## src/rtl/iob_fifo_sync_asym_pkg.sv

```systemverilog
// Shared width helpers for the asymmetric FIFO and its RAM wrapper.
package iob_fifo_sync_asym_pkg;

  function automatic int IOB_MAX(input int a, input int b);
    return (a > b) ? a : b;
  endfunction

  function automatic int IOB_MIN(input int a, input int b);
    return (a < b) ? a : b;
  endfunction

  function automatic int iob_asym_ratio(input int w_w, input int r_w);
    return IOB_MAX(w_w, r_w) / IOB_MIN(w_w, r_w);
  endfunction

  function automatic int iob_asym_r_addr_w(
    input int addr_w,
    input int w_w,
    input int r_w
  );
    return addr_w - $clog2(iob_asym_ratio(w_w, r_w));
  endfunction

endpackage

```

## src/rtl/iob_fifo_asym_level.sv

```systemverilog
// Occupancy counter in write words, with registered full/empty flags.
module iob_fifo_asym_level #(
  parameter int ADDR_W = 4,
  parameter int R      = 4
) (
  input  logic            clk_i,
  input  logic            rst_n_i,
  input  logic            wa_i,
  input  logic            ra_i,
  output logic [ADDR_W:0] level_o,
  output logic            full_o,
  output logic            empty_o
);

  localparam int LW = ADDR_W + 1;
  localparam logic [LW-1:0] R_L   = LW'(R);
  localparam logic [LW-1:0] DEPTH = LW'(1) << ADDR_W;

  logic [LW-1:0] level_q, level_d;
  logic          full_q, full_d;
  logic          empty_q, empty_d;

  always_comb begin
    level_d = level_q
            + {{(LW-1){1'b0}}, wa_i}
            - (ra_i ? R_L : '0);
    full_d  = (level_d == DEPTH);
    empty_d = (level_d < R_L);
  end

  always_ff @(posedge clk_i) begin
    if (!rst_n_i) begin
      level_q <= '0;
      full_q  <= 1'b0;
      empty_q <= 1'b1;
    end else begin
      level_q <= level_d;
      full_q  <= full_d;
      empty_q <= empty_d;
    end
  end

  assign level_o = level_q;
  assign full_o  = full_q;
  assign empty_o = empty_q;

endmodule

```

## src/rtl/iob_fifo_sync_asym.sv

```systemverilog
// Synchronous FIFO controller, narrow write / wide read, for an
// asymmetric two-port RAM whose first-written word sits in the LSBs.
module iob_fifo_sync_asym
  import iob_fifo_sync_asym_pkg::*;
#(
  parameter int W_DATA_W = 8,
  parameter int R_DATA_W = 32,
  parameter int ADDR_W   = 4,
  parameter int R        = iob_asym_ratio(W_DATA_W, R_DATA_W),
  parameter int R_ADDR_W = iob_asym_r_addr_w(ADDR_W, W_DATA_W, R_DATA_W)
) (
  input  logic                clk_i,
  input  logic                rst_n_i,
  input  logic                w_en_i,
  input  logic [W_DATA_W-1:0] w_data_i,
  output logic                w_full_o,
  output logic                w_ovf_o,
  input  logic                r_en_i,
  output logic [R_DATA_W-1:0] r_data_o,
  output logic                r_valid_o,
  output logic                r_empty_o,
  output logic                r_unf_o,
  output logic [ADDR_W:0]     level_o,
  output logic                ext_mem_w_en_o,
  output logic [ADDR_W-1:0]   ext_mem_w_addr_o,
  output logic [W_DATA_W-1:0] ext_mem_w_data_o,
  output logic                ext_mem_r_en_o,
  output logic [R_ADDR_W-1:0] ext_mem_r_addr_o,
  input  logic [R_DATA_W-1:0] ext_mem_r_data_i
);

  logic                wa, ra;
  logic                full, empty;
  logic [ADDR_W-1:0]   wptr_q, wptr_d;
  logic [R_ADDR_W-1:0] rptr_q, rptr_d;
  logic                r_valid_q, ovf_q, unf_q;

  assign wa = w_en_i & ~full;
  assign ra = r_en_i & ~empty;

  iob_fifo_asym_level #(
    .ADDR_W (ADDR_W),
    .R      (R)
  ) u_level (
    .clk_i   (clk_i),
    .rst_n_i (rst_n_i),
    .wa_i    (wa),
    .ra_i    (ra),
    .level_o (level_o),
    .full_o  (full),
    .empty_o (empty)
  );

  always_comb begin
    wptr_d = wa ? wptr_q + 1'b1 : wptr_q;
    rptr_d = ra ? rptr_q + 1'b1 : rptr_q;
  end

  always_ff @(posedge clk_i) begin
    if (!rst_n_i) begin
      wptr_q    <= '0;
      rptr_q    <= '0;
      r_valid_q <= 1'b0;
      ovf_q     <= 1'b0;
      unf_q     <= 1'b0;
    end else begin
      wptr_q    <= wptr_d;
      rptr_q    <= rptr_d;
      r_valid_q <= ra;
      ovf_q     <= w_en_i & full;
      unf_q     <= r_en_i & empty;
    end
  end

  assign ext_mem_w_en_o   = wa;
  assign ext_mem_w_addr_o = wptr_q;
  assign ext_mem_w_data_o = w_data_i;
  assign ext_mem_r_en_o   = ra;
  assign ext_mem_r_addr_o = rptr_q;

  // Hold zero when idle so stale RAM output never leaks downstream.
  assign r_data_o  = r_valid_q ? ext_mem_r_data_i : '0;
  assign r_valid_o = r_valid_q;
  assign w_full_o  = full;
  assign r_empty_o = empty;
  assign w_ovf_o   = ovf_q;
  assign r_unf_o   = unf_q;

endmodule
```

## config.mk

```make
export PLATFORM = sky130hd
export DESIGN_NAME = iob_fifo_sync_asym
export DESIGN_NICKNAME = d
export VERILOG_FILES = /design/src/rtl/iob_fifo_sync_asym_pkg.sv /design/src/rtl/iob_fifo_asym_level.sv /design/src/rtl/iob_fifo_sync_asym.sv
export SDC_FILE = /design/constraint.sdc
export NUM_CORES = 1
export LEC_CHECK = 0
export CAP_MARGIN = 20
export CORE_MARGIN = 4
export CORE_UTILIZATION = 31
export CTS_CLUSTER_DIAMETER = 60
export DETAILED_ROUTE_END_ITERATION = 8
export PLACE_DENSITY_LB_ADDON = 0.05
export SLEW_MARGIN = 20
export SYNTH_ARGS = -nofsm -noshare
export SYNTH_HDL_FRONTEND = slang
export SYNTH_SLANG_ARGS = --single-unit
```

## constraint.sdc

```tcl
create_clock -name clk_i -period 4.66 [get_ports clk_i]
set_clock_uncertainty 0.2 [all_clocks]
set_input_delay 0.699 -clock clk_i [delete_from_list [all_inputs] [get_ports clk_i]]
set_output_delay 0.699 -clock clk_i [all_outputs]
set_load 0.01 [all_outputs]
```

==> results of run 1 <==
-- cell families after synthesis --
kind of cell,after synthesis,synth area share [%]
mux,1,1.02
buf+inv,18,10.1
flops,16,32.8
xor+xnor,9,8.07
compound gates,4,3.33
simple gates,53,34.4
fa+ha+maj,8,10.2
-- state kept, by name, summed over array words and instances (netlist names) --
register,flops
r_unf_o,1
u_level.level_o,5
u_level.full_o,1
r_valid_o,1
u_level.empty_o,1
w_ovf_o,1
ext_mem_w_addr_o,4
ext_mem_r_addr_o,2
-- area by class of cell --
cell class	instances	area share, %
Multi-Input combinational cell	75	30.6
Timing Repair Buffer	85	46.6
Sequential cell	16	17.5
Clock buffer	3	1.23
Tap cell	44	3.02
Inverter	5	1.03
-- stage by stage --
| stage | setup WS [ns] | power [uW] | instances | area [um^2] |
|---|---|---|---|---|
| global route | 1.45 | 749 | 228 | 1830 |
| finish | 1.54 | 697 | 228 | 1830 |
| detailed placement | 1.45 | 630 | 225 | 1800 |
| global placement | 1.57 | 616 | 225 | 1800 |
| floorplan | 2.02 | 443 | 109 | 977 |
| CTS | 1.53 | 706 | 228 | 1830 |
-- where the power goes --
| group | switching [uW] | total (uW) | internal, uW | leakage (uW) |
|---|---|---|---|---|
| Clock | 42.0 | 72.1 | 30.1 | 0.0000138 |
| Combinational | 178 | 416 | 239 | 0.000590 |
| Sequential | 34.0 | 208 | 174 | 0.000131 |
-- worst max-delay path, cell delays in order --
cell and delay [ns]:
clkdlybuf4s50_1 0.47, nor2b_1 0.42, clkdlybuf4s50_1 0.64
-- layout by cell type, fill, tap and decap left out, types with 2 or more instances in the layout --
master / synthesis / layout
clkdlybuf4s50_1: 0 / 85
and2_1: 41 / 41
dfxtp_1: 16 / 16
ha_1: 8 / 8
xnor2_1: 6 / 6
inv_1: 5 / 5
nor2b_1: 4 / 4
xor2_1: 3 / 3
and3_1: 3 / 3
clkbuf_4: 0 / 3
nand2_1: 2 / 2
-- metal layers --
| layer | up-vias | GRT usage (%) | part of all wire [%] |
|---|---|---|---|
| met1 | 423 | 16.1 | 44 |
| met3 | 5 | 4.04 | 10 |
| li1 | 485 | - | - |
| met5 | - | 0 | 0 |
| met4 | 0 | 4.75 | 1.4 |
| met2 | 65 | 26.1 | 44 |
-- worst paths after layout --
kind | from | to | slack (ns) | cells past startpoint
worst min register to register | u_level.full_o | w_ovf_o | 0.33 | 1
worst max register to register | u_level.empty_o | u_level.full_o | 2.35 | 9
worst max-delay path | w_en_i | ext_mem_w_en_o | 1.54 | 3
worst min-delay path | u_level.full_o | w_ovf_o | 0.33 | 1
==> impl_metrics.ini, run 1 <==
[outcome]
status = complete, no violations

[floorplan]
dieWidth_um = 64.1
fp.dieArea_mm2 = 0.00411
core.rowCount = 20
io_pins = 102
die_h_um = 64.1
start_util_pct = 32.3
core_area_mm2 = 0.00303

[synth]
ys_seq_area_share_pct = 32.8
synth-edff-count = 0
synth_nets = 161
synth_cell_types = 20
yosysTopAreaCell = dfxtp_1
syn_inst = 109
ys_seq_elements = 16
ys_warn_count = 0
synthFlopType = dfxtp_1
post-synth-top-area-fraction_pct = 32.8
synth_area_leaders = dfxtp_1 (33%), and2_1 (26%), ha_1 (10%), buf_4 (6.1%), xnor2_1 (5.4%)
synth_area_per_cell_um2 = 8.97
yosysMostFrequentCell = and2_1
async_reset_ff_share_pct = 0
synth_area_um2 = 977
synth_top_cells_by_count = and2_1 (41), dfxtp_1 (16), buf_4 (8), ha_1 (8), xnor2_1 (6)

[timing]
rsz0062_at_grt = false
period_minus_slack_ns = 3.12
totalNegativeSetupSlack_ns = 0
final-setup-viol-count = 0
tightest_slew_ns = 0.700
hold_violations = 0
max_freq_ghz = 0.321
finalCritPeriodShare_pct = 66.9
hold_slack_ns = 0.332
slew-limit-headroom_pct = 53.2
maxSlewViolCount = 0

[global_routing]
grt_pass1_vias = 959
antenna_found_initial = 0
grt_use_total_pct = 14.4
grt_max_degree = 34
grt_pass1_wl_um = 4660
grt_remaining_overflow = 0

[finish]
layout-drive-gt1-share_pct = 3.26
final-seq-area_um2 = 320
fin_util_pct = 60.3
syn_to_final_growth_pct = 86.8
diodes = 0
multi_input_area_um2 = 558
nFillCells = 279
finalNetCount = 238

[cts]
cts_tree = yes
htreeDepth = 1
cts_setup_buffers = 0
cts-resized-gates = 0
cts_sinks = 16
cts.reportedPaths.clkPinSlew_ns = 0.08
cts_made_buffers = 3
clk_latency_ns = 0.29
cts-root-buf = clkbuf_4
clockBufferDepth = 2
hold_buffers = 0

[route]
first_iter_violations = 22
viasPerCell = 4.29
vias = 978
drt_first_pass_iters = 2
post-route-drc-count = 0
routed_wl_um = 2980
ant_nets = 0
wl_per_cell_um = 13.1

[critical_path]
cp-end-kind = output pin
critical_path_class = in -> out
cp.arrival_ns = 2.22
cp-start-kind = input port
cp_max_fo = 6
crit_required_ns = 3.76

[power_and_ir_drop]
leakagePower_uw = 0.000735
powerDensity_mw_per_mm2 = 382
ir_drop_mv = 0.259

[placement]
dp_hpwl_um = 2560
gp_congestion = 0.821
port_buffers = 85

[min_path]
hp-class = reg -> reg

[job]
drv_cap = 0
Note: power is estimated with default switching activity, not from simulation.
==> run 2, diff against run 1 <==
CORE_UTILIZATION = 28   (was 31)
clock period = 3 ns   (was 4.66 ns; I/O delays follow)
==> run 2 against run 1 <==
  * Flip-flop and latch count is the same
  * Cell area is 1.7% higher
  * Setup slack worse by 1.0 ns
  * Combinational power rose by 56%
  * Register-to-register slack worse by 1.5 ns
  * Total power rose by 60%
  * Count of clock-buffer cells in the layout rose by 1
  * Utilization down 5.1 points
  * Cell count grew 2.2%
  * Critical endpoint is now u_level.full_o
==> impl_metrics.ini, run 2 (synthesized netlist as in run 1, its figures left out) <==
[outcome]
status = complete, no violations

[critical_path]
cp_top_family = simple AND/OR/NAND/NOR gates
crit_buf_inv = 3
slowest_delay_ns = 0.46
cp-end-kind = flip-flop
cp_max_fo = 3
crit_required_ns = 3.03
cp.arrival_ns = 2.53
worstPathCellList = clkdlybuf4s50_1, nor2b_1, inv_1, ha_1, inv_1, ha_1, a211oi_2, xnor2_1, nor4b_2, and3_1
crit_slowest_cell = clkdlybuf4s50_1
cp-start-kind = input port
critical_path_class = in -> reg
r2r_slack_ns = 0.81

[placement]
dp_hpwl_um = 2610
port_buffers = 85
gp_congestion = 0.773

[timing]
final-setup-viol-count = 0
max_freq_ghz = 0.401
rsz0062_at_grt = false
slew-limit-headroom_pct = 52.8
maxSlewViolCount = 0
hold_violations = 0
period_minus_slack_ns = 2.50
totalNegativeSetupSlack_ns = 0
finalCritPeriodShare_pct = 83.2
hold_slack_ns = 0.309
tightest_slew_ns = 0.707

[cts]
clockBufferDepth = 2
hold_buffers = 0
cts_sinks = 16
htreeDepth = 1
clk_latency_ns = 0.29
cts_setup_buffers = 0
cts-resized-gates = 0
cts-root-buf = clkbuf_4
cts.reportedPaths.clkPinSlew_ns = 0.10
cts_made_buffers = 3
cts_tree = yes

[floorplan]
dieWidth_um = 67.1
core.rowCount = 21
start_util_pct = 29.1
core_area_mm2 = 0.00336
io_pins = 102
die_h_um = 67.1
fp.dieArea_mm2 = 0.00450

[finish]
final_common_cell = clkdlybuf4s50_1
diodes = 0
layout-drive-gt1-share_pct = 4.81
largest_reg_flops = 5
final_cell_mix = clkdlybuf4s50_1 (85), and2_1 (41), dfxtp_1 (16)
syn_to_final_growth_pct = 90.0
nFillCells = 324
finalNetCount = 240

[power_and_ir_drop]
p_comb_share_pct = 58.1
leakagePower_uw = 0.000752
clkPwrFrac_pct = 12.8
pwr-share-seq_pct = 29.1
swShare_pct = 35.1
powerDensity_mw_per_mm2 = 600
internal-power_uw = 724
ir_drop_mv = 0.378
p_switching_uw = 391

[global_routing]
grt_use_total_pct = 12.0
antenna_found_initial = 0
grt_max_degree = 34
grt_pass1_wl_um = 4160
grt_pass1_vias = 898
grt_remaining_overflow = 0

[route]
ant_nets = 0
routed_wl_um = 3000
drt_first_pass_iters = 4
wl_per_cell_um = 12.9
first_iter_violations = 21
post-route-drc-count = 0
vias = 965
viasPerCell = 4.14

[min_path]
hp-class = reg -> reg

[job]
drv_cap = 0
## run 2: cell count changes in the layout (fill, tap and decap cells not counted)
cell	previous run	this run
clkbuf_8	0	1
buf_4	0	2
## run 2: final timing paths
check | endpoint | depth (start not counted) | start
worst max-delay path | u_level.full_o | 10 | r_en_i
worst min-delay path | w_ovf_o | 1 | u_level.full_o
worst max register to register | u_level.full_o | 9 | u_level.empty_o
worst min register to register | w_ovf_o | 1 | u_level.full_o
## run 2: per-stage QoR
step | instances | area [um^2] | utilization [%] | power (uW) | worst slack [ns]
detailed placement | 229 | 1820 | 54.1 | 984 | 0.206
finish | 233 | 1860 | 55.2 | 1110 | 0.504
floorplan | 109 | 977 | - | 689 | 0.611
global placement | 229 | 1820 | 54.1 | 967 | 0.311
CTS | 233 | 1860 | 55.2 | 1130 | 0.472
global route | 233 | 1860 | 55.2 | 1200 | 0.327
## run 2: layer usage
metal  share of wire [%]  GRT usage [%]  up-vias
met5                   0              0        -
met4                0.70           4.81        0
met3                  14           3.71        4
met2                  47           20.9       57
met1                  38           13.5      414
li1                    -              -      490
## run 2: area by class of cell
cell class | instances | area [um^2] | area share (%)
flip-flops and latches | 16 | 320 | 17.3
inverters | 5 | 18.8 | 1.01
repair buffers | 87 | 866 | 46.6
multi-input cells | 75 | 558 | 30.1
clock buffers | 4 | 36.3 | 1.95
well taps | 46 | 57.6 | 3.10
## run 2: power by group through the flow
stage / Clock, uW / Combinational [uW] / Sequential (uW)
after floorplan: 0 / 349 / 340
after global placement: 0 / 638 / 329
after detailed placement: 0 / 654 / 330
after CTS: 149 / 656 / 326
after global routing: 153 / 707 / 336
final: 142 / 647 / 325
## run 2: worst register-to-register path: stages (launching register included)
cell	delay [ns]
dfxtp_1	0.34
nor2b_1	0.16
inv_1	0.06
ha_1	0.31
inv_1	0.05
ha_1	0.19
a211oi_2	0.27
xnor2_1	0.14
nor4b_2	0.25
and3_1	0.17
==> run 3, diff against run 2 <==
CORE_UTILIZATION = 26   (was 28)
clock period = 2.1 ns   (was 3 ns; I/O delays follow)
==> run 3 against run 2 <==
  * Cell area grew 7.3%
  * Setup slack worse by 0.41 ns
  * Register-to-register slack worse by 0.72 ns
  * Largest cell class unchanged
  * Via count is 4.1% higher
  * Critical path depth shrank 1
  * Combinational power up 76%
  * Routed wire length is 7.7% higher
  * Flip-flop and latch count unchanged
  * Sequential power is 45% higher
  * Hold slack worse by 0.067 ns
  * Cell count grew 3.9%
  * Clock power is 89% higher
==> impl_metrics.ini, run 3 (synthesized netlist as in run 1, its figures left out) <==
[cts]
htreeDepth = 1
clockBufferDepth = 2
cts_sinks = 16
cts.reportedPaths.clkPinSlew_ns = 0.06
clk_latency_ns = 0.25
cts_made_buffers = 3
cts_tree = yes
cts-root-buf = clkbuf_8
hold_buffers = 0

[global_routing]
grt_pass1_wl_um = 5380
grtUsageMet3_pct = 3.77
grt_max_degree = 21
grt_remaining_overflow = 0
met1_usage_pct = 16.1
grt_use_total_pct = 13.7
grt_pass1_vias = 1037
grt.busiest_layer = met2
antenna_found_initial = 0
gr-usage-met2_pct = 23.7

[critical_path]
crit_end = u_level.full_o
cp_max_fo = 3
critical_path_class = reg -> reg
crit_start = u_level.empty_o
crit_required_ns = 2.09
timing.rr.start = u_level.empty_o
r2r_end = u_level.full_o
cp.arrival_ns = 1.99
cp-end-kind = flip-flop
r2r_slack_ns = 0.09
reg2reg_depth = 9
cp-start-kind = flip-flop

[floorplan]
fp.dieArea_mm2 = 0.00480
start_util_pct = 26.9
core_area_mm2 = 0.00363
dieWidth_um = 69.3
die_h_um = 69.3
io_pins = 102
core.rowCount = 22

[timing]
slew-limit-headroom_pct = 71.2
hold_violations = 0
finalCritPeriodShare_pct = 95.5
max_freq_ghz = 0.498
maxSlewViolCount = 0
hold_slack_ns = 0.241
final-setup-viol-count = 0
tightest_slew_ns = 0.431
rsz0062_at_grt = true
period_minus_slack_ns = 2.01

[route]
drt_first_pass_iters = 2
ant_nets = 0
first_iter_violations = 11
post-route-drc-count = 0
vias = 1005
routed_wl_um = 3230
wl_per_cell_um = 13.3
viasPerCell = 4.15

[min_path]
hp-class = in -> reg

[outcome]
status = complete, no violations

[finish]
largest_reg_flops = 5
fin_util_pct = 54.8
finalNetCount = 247
layout-drive-gt1-share_pct = 13.4
nFillCells = 320
syn_to_final_growth_pct = 104
final_cell_mix = clkdlybuf4s50_1 (83), and2_1 (41), dfxtp_1 (15)
diodes = 0
final_cell_area_mm2 = 0.00199
final_common_cell = clkdlybuf4s50_1

[power_and_ir_drop]
ir_drop_mv = 0.733
leakagePower_uw = 0.000809
powerDensity_mw_per_mm2 = 943
finalPower_uw = 1880

[placement]
port_buffers = 85
place_area_mm2 = 0.00186
gp_congestion = 0.836

[job]
drv_cap = 0
## run 3: changes by cell type in the layout (fill, tap and decap cells not counted), sizes merged
cell           delta
dlygate4sd2       +2
buf               +7
clkdlybuf4s50     -2
## run 3: repair_timing
action / in CTS / in global routing
endpoints found under the hold margin: 0 / 0
gates resized for setup: 8 / 7
setup buffers: 1 / 2
pin swaps: 3 / 7
setup endpoints to repair: 6 / 3
## run 3: how the worst min path moves through the flow
| stage | cells after the start | end | from | slack, ns |
|---|---|---|---|---|
| floorplan | 1 | u_level.level_o[0] | rst_n_i | 0.24 |
| global placement | 1 | w_ovf_o | u_level.full_o | 0.32 |
| detailed placement | 1 | w_ovf_o | u_level.full_o | 0.33 |
| CTS | 2 | r_unf_o | r_en_i | 0.24 |
| global route | 2 | r_unf_o | r_en_i | 0.25 |
| finish | 2 | r_unf_o | r_en_i | 0.24 |
## run 3: area by class of cell
| cell class | count | area, um^2 | share of cell area [%] |
|---|---|---|---|
| clock buffer | 4 | 55.1 | 2.76 |
| inverter | 5 | 18.8 | 0.942 |
| multi-input combinational | 75 | 618 | 31.0 |
| sequential | 16 | 324 | 16.3 |
| tap | 48 | 60.1 | 3.02 |
| timing repair buffer | 94 | 916 | 46.0 |
## run 3: worst max-delay path, stage by stage (launching register included)
cell and delay (ns):
dfxtp_4 0.35, nor2b_4 0.11, inv_2 0.05, ha_4 0.27, inv_2 0.04, ha_4 0.15
a211oi_4 0.27, xnor2_2 0.10, nor4b_2 0.24, and3_1 0.17
## run 3: layer usage
layer / part of all wire, % / wire length [um] / up-vias
li1: - / - / 499
met1: 43 / 1380 / 440
met2: 49 / 1590 / 56
met3: 6.3 / 203 / 10
met4: 1.5 / 49 / 0
met5: 0 / 0 / -
## run 3: through the flow
stage / TNS, ns / setup slack, ns / std cells
3_3_place_gp: -1.73 / -0.436 / 235
3_5_place_dp: -2.01 / -0.521 / 235
4_1_cts: 0 / 0.0401 / 240
6_report: 0 / 0.0940 / 242
2_1_floorplan: 0 / 0.00896 / 109
5_1_grt: -0.0132 / -0.0132 / 242
## run 3: power breakdown
part | internal [uW] | switching (uW) | leakage, uW
Sequential | 393 | 77.1 | 0.000132
Clock | 166 | 102 | 0.0000288
Combinational | 673 | 466 | 0.000648
